==> config.mk <==
export PLATFORM = sky130hd
export DESIGN_NAME = cfs_tx_fifo_flat
export DESIGN_NICKNAME = d
export VERILOG_FILES = /design/src/rtl/cfs_tx_fifo_if.sv /design/src/rtl/cfs_tx_fifo.sv /design/src/flat_wrapper.sv
export SDC_FILE = /design/constraint.sdc
export NUM_CORES = 1
export LEC_CHECK = 0
export ABC_AREA = 1
export CORE_AREA = 2 2 230 141
export CTS_BUF_LIST = sky130_fd_sc_hd__clkbuf_4
export DETAILED_ROUTE_END_ITERATION = 6
export DIE_AREA = 0 0 232 143
export PLACE_DENSITY = 0.68
export SLEW_MARGIN = 5
export SYNTH_ARGS = -nofsm -noshare
export SYNTH_HDL_FRONTEND = slang
export SYNTH_SLANG_ARGS = --single-unit
==> constraint.sdc <==
create_clock -name clk -period 5.38 [get_ports clk]
set_clock_uncertainty 0.15 [all_clocks]
set_input_delay 1.076 -clock clk [delete_from_list [all_inputs] [get_ports clk]]
set_output_delay 1.076 -clock clk [all_outputs]
set_load 0.1 [all_outputs]
==> src/rtl/cfs_tx_fifo_if.sv <==
// Push/pop handshake bundle for the TX FIFO.
// Master drives pushes and consumes pops; slave is the FIFO.
interface cfs_tx_fifo_if #(
    parameter int FIFO_DATA_WIDTH = 37
);
    logic                       push_valid;
    logic [FIFO_DATA_WIDTH-1:0] push_data;
    logic                       push_ready;
    logic                       pop_valid;
    logic [FIFO_DATA_WIDTH-1:0] pop_data;
    logic                       pop_ready;

    modport master (
        output push_valid, push_data, pop_ready,
        input  push_ready, pop_valid, pop_data
    );

    modport slave (
        input  push_valid, push_data, pop_ready,
        output push_ready, pop_valid, pop_data
    );
endinterface

==> src/rtl/cfs_tx_fifo.sv <==
// TX FIFO between aligner core and TX controller.
// First-word-fall-through head, level and full/empty status.
module cfs_tx_fifo #(
    parameter int ALGN_DATA_WIDTH = 32,
    parameter int FIFO_DEPTH      = 8,
    localparam int ALGN_OFFSET_WIDTH =
        (ALGN_DATA_WIDTH <= 8) ? 1 : $clog2(ALGN_DATA_WIDTH / 8),
    localparam int ALGN_SIZE_WIDTH = $clog2(ALGN_DATA_WIDTH / 8) + 1,
    localparam int FIFO_DATA_WIDTH =
        ALGN_DATA_WIDTH + ALGN_OFFSET_WIDTH + ALGN_SIZE_WIDTH,
    localparam int LVL_WIDTH = $clog2(FIFO_DEPTH) + 1
) (
    input  logic                 clk,
    input  logic                 reset,
    cfs_tx_fifo_if.slave         bus,
    output logic [LVL_WIDTH-1:0] fifo_lvl,
    output logic                 fifo_full,
    output logic                 fifo_empty
);
    localparam int PTR_WIDTH = $clog2(FIFO_DEPTH);
    localparam logic [PTR_WIDTH-1:0] PTR_LAST = PTR_WIDTH'(FIFO_DEPTH - 1);
    localparam logic [LVL_WIDTH-1:0] LVL_MAX  = LVL_WIDTH'(FIFO_DEPTH);

    logic [FIFO_DATA_WIDTH-1:0] mem [FIFO_DEPTH];
    logic [PTR_WIDTH-1:0]       wr_ptr;
    logic [PTR_WIDTH-1:0]       rd_ptr;
    logic [LVL_WIDTH-1:0]       lvl;
    logic                       push_fire;
    logic                       pop_fire;

    // Handshake decode purely from registered level.
    always_comb begin
        bus.push_ready = (lvl != LVL_MAX);
        bus.pop_valid  = (lvl != '0);
        bus.pop_data   = bus.pop_valid ? mem[rd_ptr] : '0;
        push_fire      = bus.push_valid & bus.push_ready & ~reset;
        pop_fire       = bus.pop_valid & bus.pop_ready & ~reset;
        fifo_lvl       = lvl;
        fifo_full      = (lvl == LVL_MAX);
        fifo_empty     = (lvl == '0);
    end

    // Storage array; contents are intentionally not reset.
    always_ff @(posedge clk) begin
        if (push_fire) begin
            mem[wr_ptr] <= bus.push_data;
        end
    end

    // Pointers wrap explicitly so non-power-of-2 depths work.
    always_ff @(posedge clk) begin
        if (reset) begin
            wr_ptr <= '0;
            rd_ptr <= '0;
        end else begin
            if (push_fire) begin
                wr_ptr <= (wr_ptr == PTR_LAST) ? '0 : wr_ptr + 1'b1;
            end
            if (pop_fire) begin
                rd_ptr <= (rd_ptr == PTR_LAST) ? '0 : rd_ptr + 1'b1;
            end
        end
    end

    // Level counter; simultaneous push and pop leave it unchanged.
    always_ff @(posedge clk) begin
        if (reset) begin
            lvl <= '0;
        end else begin
            unique case ({push_fire, pop_fire})
                2'b10:   lvl <= lvl + 1'b1;
                2'b01:   lvl <= lvl - 1'b1;
                default: lvl <= lvl;
            endcase
        end
    end

    // Level must never leave 0..FIFO_DEPTH and the head must be defined.
    a_lvl_range: assert property (
        @(posedge clk) disable iff (reset) lvl <= LVL_MAX);
    a_no_underflow: assert property (
        @(posedge clk) disable iff (reset) !(lvl == '0 && pop_fire));
    a_head_known: assert property (
        @(posedge clk) disable iff (reset)
        bus.pop_valid |-> !$isunknown(bus.pop_data));
endmodule

==> src/flat_wrapper.sv <==
// flat-port wrapper written by rule: the top's interface ports become plain ports
module cfs_tx_fifo_flat 
#(
    parameter int ALGN_DATA_WIDTH = 32,
    parameter int FIFO_DEPTH      = 8,
    localparam int ALGN_OFFSET_WIDTH =
        (ALGN_DATA_WIDTH <= 8) ? 1 : $clog2(ALGN_DATA_WIDTH / 8),
    localparam int ALGN_SIZE_WIDTH = $clog2(ALGN_DATA_WIDTH / 8) + 1,
    localparam int FIFO_DATA_WIDTH =
        ALGN_DATA_WIDTH + ALGN_OFFSET_WIDTH + ALGN_SIZE_WIDTH,
    localparam int LVL_WIDTH = $clog2(FIFO_DEPTH) + 1
)
  (clk, reset, fifo_lvl, fifo_full, fifo_empty, bus_push_valid, bus_push_data, bus_pop_ready, bus_push_ready, bus_pop_valid, bus_pop_data);
  cfs_tx_fifo_if #(.FIFO_DATA_WIDTH((37))) bus_i ();
  input  logic clk;
  input  logic reset;
  output logic [LVL_WIDTH-1:0] fifo_lvl;
  output logic fifo_full;
  output logic fifo_empty;
  input wire logic [$bits(bus_i.push_valid)-1:0] bus_push_valid;
  input wire logic [$bits(bus_i.push_data)-1:0] bus_push_data;
  input wire logic [$bits(bus_i.pop_ready)-1:0] bus_pop_ready;
  output wire logic [$bits(bus_i.push_ready)-1:0] bus_push_ready;
  output wire logic [$bits(bus_i.pop_valid)-1:0] bus_pop_valid;
  output wire logic [$bits(bus_i.pop_data)-1:0] bus_pop_data;
  assign bus_i.push_valid = bus_push_valid;
  assign bus_i.push_data = bus_push_data;
  assign bus_i.pop_ready = bus_pop_ready;
  assign bus_push_ready = bus_i.push_ready;
  assign bus_pop_valid = bus_i.pop_valid;
  assign bus_pop_data = bus_i.pop_data;
  cfs_tx_fifo #(.ALGN_DATA_WIDTH(ALGN_DATA_WIDTH), .FIFO_DEPTH(FIFO_DEPTH)) u_core (.clk(clk), .reset(reset), .bus(bus_i), .fifo_lvl(fifo_lvl), .fifo_full(fifo_full), .fifo_empty(fifo_empty));
endmodule
Word level (Yosys, flattened, before mapping). Memory sizes are Yosys's and may differ from the RTL's. A register that Yosys moved wholly into a read port is not among the register bits. Cells that the tools add are included.

Register bits after elaboration: 10. Memories kept: 1. Bits of input ports: 41. Logic and storage cells: 30. ROM bits: 0. Bits in latches: 0. Memory bits (writable): 296. Output and inout bits: 45.

Memory list: u_core.mem (words 8, bits a word 37, read ports 1, clocked after memory_dff 1, wr ports 1, line cfs_tx_fifo.sv:24) `logic [FIFO_DATA_WIDTH-1:0] mem [FIFO_DEPTH];`.

Shift-type cells: 0. Muxes and demuxes: 8. Order comparisons: 0. Reduce and logical (&&, ||, !) cells: 3. Div/mod/pow operators: 0. Multiply operators: 0. $add $sub $neg: 4. Bitwise gates (word level): 5. Eq/ne operators: 6.

Operators with widths (count): two-way mux 37 bit (1); two-way mux 3 bit (4); one-hot mux 4 bit (2 select lines) (1); adder 3 x 1 -> 3 bit, second input constant (2); equality test 3 bit, second input constant (2); adder 4 x 1 -> 4 bit, second input constant (1); AND 1 bit (4); equality test 4 bit, second input constant (1); logical NOT 4 bit (1); != test 4 bit, second input constant (1); nonzero test 4 bit (1); subtractor 4 x 1 -> 4 bit, second input constant (1); equality test 2 x 1 -> 1 bit, second input constant (1); equality test 2 bit, second input constant (1); two-way mux 1 bit (2); nonzero test 2 bit (1); inverter 1 bit (1).

Depth between registers and ports, before layout. Gate-level depths: netlist of the first run.

Word-level depth: 5. Gate-level depth with buffers: 15. Mapped depth without buffers: 15.

Worst setup path after synthesis of the first run. Ideal clock, no wire load.

Path type: flip-flop to output port. Start: reg u_core.lvl[2] (netlist: u_core.fifo_lvl[2]). End: out bus_pop_data[14]. Data arrival time: 3.787 ns. Stages on the path, launching flop included: 6. Required time: 4.154 ns. Buffers on the path: 1. Slack: 0.367 ns. Path through: dfxtp_1 -> inv_1 -> nand3_1 -> clkbuf_1 -> nand2_1 -> nor2_1.

Longest elaborated chain between the ends: 2.

Ends and longest elaborated chain: start: declaration (line cfs_tx_fifo.sv:27) `logic [LVL_WIDTH-1:0] lvl;`; start signal: assignment (line cfs_tx_fifo.sv:71) `2'b10: lvl <= lvl + 1'b1;`; start signal: assignment (line cfs_tx_fifo.sv:72) `2'b01: lvl <= lvl - 1'b1;`; start signal: assignment (line cfs_tx_fifo.sv:73) `default: lvl <= lvl;`; nonzero test 4 bit (line cfs_tx_fifo.sv:34) `bus.pop_valid = (lvl != '0);`; via bus_pop_valid (line flat_wrapper.sv:24) `output wire logic [$bits(bus_i.pop_valid)-1:0] bus_pop_valid;`; two-way mux 37 bit (line cfs_tx_fifo.sv:35) `bus.pop_data = bus.pop_valid ? mem[rd_ptr] : '0;`; end: declaration (line flat_wrapper.sv:25) `output wire logic [$bits(bus_i.pop_data)-1:0] bus_pop_data;`.

The timed path passes the listed nets, and every way through them passes these cells.

==> results_dict.tcl, run 1 <==
set metrics [dict create \
    wl_mm 28.2 \
    hold_viol_final 0 \
    cts_setup_buffers 0 \
    max_stage_delay_ps 790 \
    cp_num_cells 7 \
    syn2layout_area_growth_pct 16.1 \
    grt_pass1_vias 7471 \
    cp-end-kind "output pin" \
    ys_types 27 \
    drt_iter0_drc 718 \
    seq_area_frac_synth_pct 74.3 \
    io_buffers 85 \
    crit_required_ps 4150 \
    min_from "u_core.wr_ptr[0]$_SDFFE_PP0P_" \
    grt_setup_unrepaired "false" \
    final_common_cell "edfxtp_1" \
    ctsRootBufferMaster "clkbuf_4" \
    p_leak_nw 4.94 \
    rows 50 \
    cts_max_level 3 \
    yosysWarningCount 0 \
    hold_slack_ps 360 \
    place_ws_ps 1350 \
    grtUsageTotal_pct 17.4 \
    arrival_ps 3550 \
    syn-mean-instance-area_um2 12.6 \
    period_minus_slack_ps 4780 \
    grt.met3_usage_pct 4.37 \
    maxCapViolations 0 \
    dpl-instance-area_mm2 0.0134 \
    irDropWorstVdd_mv 0.362 \
    grt.busiest_layer "met1" \
    hold_depth 2 \
    cts_tree "yes" \
    vias_per_cell 5.13 \
    synth_top_flop_cell "edfxtp_1" \
    die_area_mm2 0.0332 \
    pwr_density_cell_mw_per_mm2 494 \
    num_vias 7968 \
    critical-path-slowest-cell "inv_4" \
    postCtsResizedCells 0 \
    fin_area_mm2 0.0143 \
    crit_buf_inv 3 \
    drive_above_1_share_pct 15.8 \
    critPathKind "reg2out" \
    clkLatencyLatePin_ps 710 \
    finalSetupTns_ps 0 \
    synth_nets 1021 \
    relSlewSlack_pct 23.4 \
    grt_first_pass_wirelength_mm 43.3 \
    num-nets-final 1134 \
    hold_buffers 0 \
    die_h_um 143 \
    place.gp.congestion 0.752 \
    maxSlewViolCount 0 \
    synth-edff-count 296 \
    status "finished clean" \
    cts_buffers 71 \
    clock-sinks 309 \
    worst_slack_ps 600 \
    final_cell_mix "edfxtp_1, nor2_1, o21ai_0" \
    chipWidth_um 232 \
    hpwlAfterDp_mm 15.3 \
    use_met2_pct 25.0 \
    clk_pin_slew_ps 60 \
    max_freq_mhz 209 \
    tightest_slew_ps 1150 \
    reg2reg_from "u_core.fifo_lvl[0]$_SDFFE_PP0P_" \
    grt-ovfl-total 0 \
    start_util_pct 39.7 \
    crit_path_start_kind "flip-flop" \
    min_path_type "reg2reg" \
    period_share_pct 88.9 \
    drc 0 \
    ys_ff_latch 309 \
    synth_area_mm2 0.0123 \
    crit_path_max_fanout 100 \
    io_pins 86 \
    core_region_area_mm2 0.0310 \
    grt_max_degree 112 \
    clockBufferDepth 3 \
    drtPass1Iterations 4 \
    ant_nets 0 \
    met1_usage_pct 25.7 \
    synthArstFlopShare_pct 0 \
    fill_cells 2820 \
    grt_antenna_before_repair 0 \
    ff2ff_path_depth 8 \
    setup_viol 0 \
    crit_chain "inv_4, buf_4, nor2_1, o211ai_1, nand2_1, nor2_1, buf_4" \
    wl_per_cell_um 18.2 \
    synthCells 973 \
    cp_top_family "buffers and inverters" \
]
-- worst reg2reg max path: stages, from the launching register on --
cell and delay [ps]:
dfxtp_1 430, nor2_1 120, nand3_2 100, nand2_2 110, nor2_4 120, inv_1 90, or2_4 290, nor2_4 760
buf_4 430
-- power breakdown --
part | total, W | switching [W] | internal (W)
sequential | 0.00279 | 0.0000841 | 0.00271
clock | 0.00179 | 0.000899 | 0.000894
combinational | 0.00248 | 0.00196 | 0.000517
total | 0.00706 | 0.00294 | 0.00412
-- cell type report --
| class | instances | area (µm²) | area share [%] |
|---|---|---|---|
| inverter | 17 | 66.3 | 0.464 |
| clock buffer | 105 | 788 | 5.52 |
| multi-input combinational | 587 | 2810 | 19.7 |
| tap | 416 | 520 | 3.64 |
| antenna | 1 | 2.50 | 0.0175 |
| clock inverter | 19 | 73.8 | 0.517 |
| sequential | 309 | 9160 | 64.1 |
| timing repair buffer | 100 | 871 | 6.09 |
-- synth_stat cells, drive strengths merged (3+ instances only) --
cell,instances,share of area [%]
a21oi,6,0.24
buf,38,2.1
clkbuf,22,0.69
dfxtp,13,2.1
edfxtp,296,72
ha,7,0.71
inv,17,0.52
nand2,52,1.6
nand3,5,0.24
nor2,279,8.6
nor3,3,0.12
o211ai,37,2.3
o21ai,155,6.3
o22ai,37,1.9
-- worst paths after layout --
| kind | endpoint | slack (ps) |
|---|---|---|
| worst max-delay path | bus_pop_data[28] | 600 |
| worst min-delay path | u_core.wr_ptr[0]$_SDFFE_PP0P_ | 360 |
| worst max register to register | u_core.mem[6][13]$_DFFE_PP_ | 2460 |
| worst min register to register | u_core.wr_ptr[0]$_SDFFE_PP0P_ | 360 |
-- sequential cells by signal, indices dropped and copies added (netlist names), named ones only --
signal           cells
u_core.fifo_lvl      4
u_core.mem         296
u_core.rd_ptr        3
u_core.wr_ptr        3
-- per-stage QoR --
stage | instances | total power, W | utilization [%]
global route | 1553 | 0.00741 | 46.1
finish | 1554 | 0.00706 | 46.2
floorplan | 973 | 0.00476 | -
detailed placement | 1429 | 0.00533 | 43.4
global placement | 1429 | 0.00532 | 43.4
CTS | 1553 | 0.00712 | 46.1
-- cells by family (layout without fill, tap and decap cells) --
logic type | Yosys count | after routing | synth area share [%]
buffers and inverters | 77 | 241 | 3.32
DFF | 309 | 309 | 74.3
adders and majority gates | 7 | 7 | 0.712
xor gates and xnor gates | 2 | 2 | 0.142
other | 0 | 1 | 0
and+or+nand+nor | 341 | 341 | 10.7
AOI/OAI and AO/OA | 237 | 237 | 10.8
-- routing by layer --
| metal | vias to the layer above | share of wire [%] |
|---|---|---|
| met4 | 0 | 1.6 |
| met1 | 3866 | 48 |
| met2 | 283 | 44 |
| met5 | - | 0 |
| li1 | 3773 | - |
| met3 | 46 | 7.2 |
No activity file was read; power rests on OpenSTA's default activity.
==> inputs of run 2 (changes only) <==
--- a/config.mk
+++ b/config.mk
@@ -11,6 +11,7 @@
 export DETAILED_ROUTE_END_ITERATION = 6
 export DIE_AREA = 0 0 232 143
 export PLACE_DENSITY = 0.68
+export SKIP_LAST_GASP = 1
 export SLEW_MARGIN = 5
 export SYNTH_ARGS = -nofsm -noshare
 export SYNTH_HDL_FRONTEND = slang
==> results of run 2 <==
Same layout as run 1: the final DEF is identical, and so are final timing and power.
==> inputs of run 3 (changes only) <==
--- a/config.mk
+++ b/config.mk
@@ -6,11 +6,14 @@
 export NUM_CORES = 1
 export LEC_CHECK = 0
 export ABC_AREA = 1
-export CORE_AREA = 2 2 230 141
+export CELL_PAD_IN_SITES_DETAIL_PLACEMENT = 2
+export CELL_PAD_IN_SITES_GLOBAL_PLACEMENT = 2
+export CORE_AREA = 2 2 179 181
 export CTS_BUF_LIST = sky130_fd_sc_hd__clkbuf_4
 export DETAILED_ROUTE_END_ITERATION = 6
-export DIE_AREA = 0 0 232 143
-export PLACE_DENSITY = 0.68
+export DIE_AREA = 0 0 181 183
+export DONT_BUFFER_PORTS = 1
+export PLACE_DENSITY = 0.82
 export SKIP_LAST_GASP = 1
 export SLEW_MARGIN = 5
 export SYNTH_ARGS = -nofsm -noshare
==> run 3 against run 2 <==
Compared with the run above:
- global-route usage increased by 4.8 points
- cell area fell by 1.7%
- register-to-register slack worse by 810 ps
- via count grew 3.5%
- flip-flop and latch count stayed put
- sequential power increased by 2%
- combinational power about the same
- clock power is 15% higher
- largest power group unchanged
==> results_dict.tcl, run 3 (synthesis gave the netlist of run 1 again) <==
set metrics [dict create \
    core_region_area_mm2 0.0312 \
    io_buffers 0 \
    grt_pass1_vias 9372 \
    grt_antenna_before_repair 1 \
    final_common_cell "edfxtp_1" \
    clockBufferDepth 3 \
    critical-path-slowest-cell "dfxtp_4" \
    largest_reg_flops 296 \
    setup_viol 0 \
    grt-ovfl-total 0 \
    cp_top_family "buffers and inverters" \
    drtPass1Iterations 5 \
    worst_slack_ps 641 \
    finalSetupTns_ps 0 \
    place_ws_ps 1400 \
    ctsRootBufferMaster "clkbuf_4" \
    clock-sinks 309 \
    maxSlewViolCount 0 \
    max_freq_mhz 211 \
    vias_per_cell 5.47 \
    hpwlAfterDp_mm 21.0 \
    p_leak_nw 4.83 \
    grt_max_degree 102 \
    crit_path_max_fanout 78 \
    drt_iter0_drc 505 \
    wl_mm 36.3 \
    hold_buffers 0 \
    ff2ff_path_depth 9 \
    die_area_mm2 0.0331 \
    place.gp.congestion 0.748 \
    r2r-end "u_core.mem[6][24]$_DFFE_PP_" \
    grtUsageTotal_pct 22.2 \
    reg2reg_from "u_core.fifo_lvl[1]$_SDFFE_PP0P_" \
    hold_depth 0 \
    relSlewSlack_pct 29.3 \
    critPathKind "reg2out" \
    crit_path_start_kind "flip-flop" \
    io_pins 86 \
    grt_first_pass_wirelength_mm 55.5 \
    maxCapViolations 0 \
    cts_setup_buffers 0 \
    die_h_um 183 \
    syn2layout_area_growth_pct 14.2 \
    status "finished clean" \
    irDropWorstVdd_mv 0.314 \
    cp-end-kind "output pin" \
    postCtsResizedCells 0 \
    drc 0 \
    num_vias 8243 \
    min_to "u_core.mem[7][15]$_DFFE_PP_" \
    min_from "bus_push_data[15]" \
    top_register "u_core.mem" \
    r2r_setup_slack_ps 1650 \
    clkLatencyLatePin_ps 680 \
    start_util_pct 39.4 \
    hold_viol_final 0 \
    pwr_density_cell_mw_per_mm2 525 \
    crit_buf_inv 2 \
    max_stage_delay_ps 890 \
    grt_setup_unrepaired "false" \
    final_cell_mix "edfxtp_1, nor2_1, o21ai_0" \
    min_path_type "in2reg" \
    wl_per_cell_um 24.1 \
    cts_max_level 3 \
    chipWidth_um 181 \
    crit_chain "buf_4, o21ai_0, o22ai_1, nor2_1, nor2_2, buf_4" \
    period_share_pct 88.1 \
    period_minus_slack_ps 4740 \
    crit_top_cell "buf_4" \
    cts_tree "yes" \
    num-nets-final 1095 \
    crit_required_ps 4150 \
    rows 65 \
    p_total_w 0.00738 \
    tightest_slew_ps 1060 \
    clk_pin_slew_ps 80 \
    drive_above_1_share_pct 20.9 \
    arrival_ps 3510 \
    ant_nets 0 \
    cts_buffers 82 \
]
[run 3: how the worst max path moves through the flow]
| stage | startpoint | end | slack (ps) | depth (start not counted) |
|---|---|---|---|---|
| final | flip-flop | bus_pop_data[21] | 640 | 6 |
| after global placement | flip-flop | bus_pop_data[24] | 1470 | 6 |
| after global routing | flip-flop | bus_pop_data[21] | 450 | 6 |
| after CTS | flip-flop | bus_pop_data[21] | 620 | 6 |
| after detailed placement | flip-flop | bus_pop_data[23] | 1400 | 6 |
| after floorplan | u_core.fifo_lvl[2]$_SDFFE_PP0P_ | bus_pop_data[14] | 370 | 5 |
[run 3: layout make-up]
cell class	count	area [µm²]
Fill cell	3107	17200
Sequential cell	309	9160
Inverter	17	66.3
Clock inverter	21	123
Antenna cell	1	2.50
Clock buffer	120	901
Timing Repair Buffer	50	388
Multi-Input combinational cell	587	2910
Tap cell	402	503
[run 3: per-layer routing]
| layer | vias up | global-route usage [%] | wire length (µm) |
|---|---|---|---|
| li1 | 3706 | - | - |
| met1 | 4270 | 25.3 | 14400 |
| met2 | 203 | 41.1 | 19400 |
| met3 | 64 | 4.57 | 1640 |
| met4 | 0 | 8.07 | 741 |
| met5 | - | 0 | 0 |
[run 3: worst register-to-register path, delay by kind of cell, from the launching register on]
kind	cells	cell delay [ps]
and+or+nand+nor	6	2120
buffers and inverters	3	850
DFF	1	310
[run 3: per-stage QoR]
stage	cells	util, %	hold slack, ps	instance area [µm²]
after CTS	1506	45.0	217	14100
after detailed placement	1365	41.7	388	13000
after global routing	1507	45.0	237	14100
final	1507	45.0	289	14100
after global placement	1365	41.7	349	13000
after floorplan	973	-	332	12300
[run 3: power by group]
group          leakage (nW)  switching (W)  internal, W  total (W)
Sequential             2.78       0.000128      0.00271    0.00284
Clock                 0.603       0.000991      0.00107    0.00206
Combinational          1.44        0.00200     0.000480    0.00248
Total                  4.83        0.00312      0.00426    0.00738
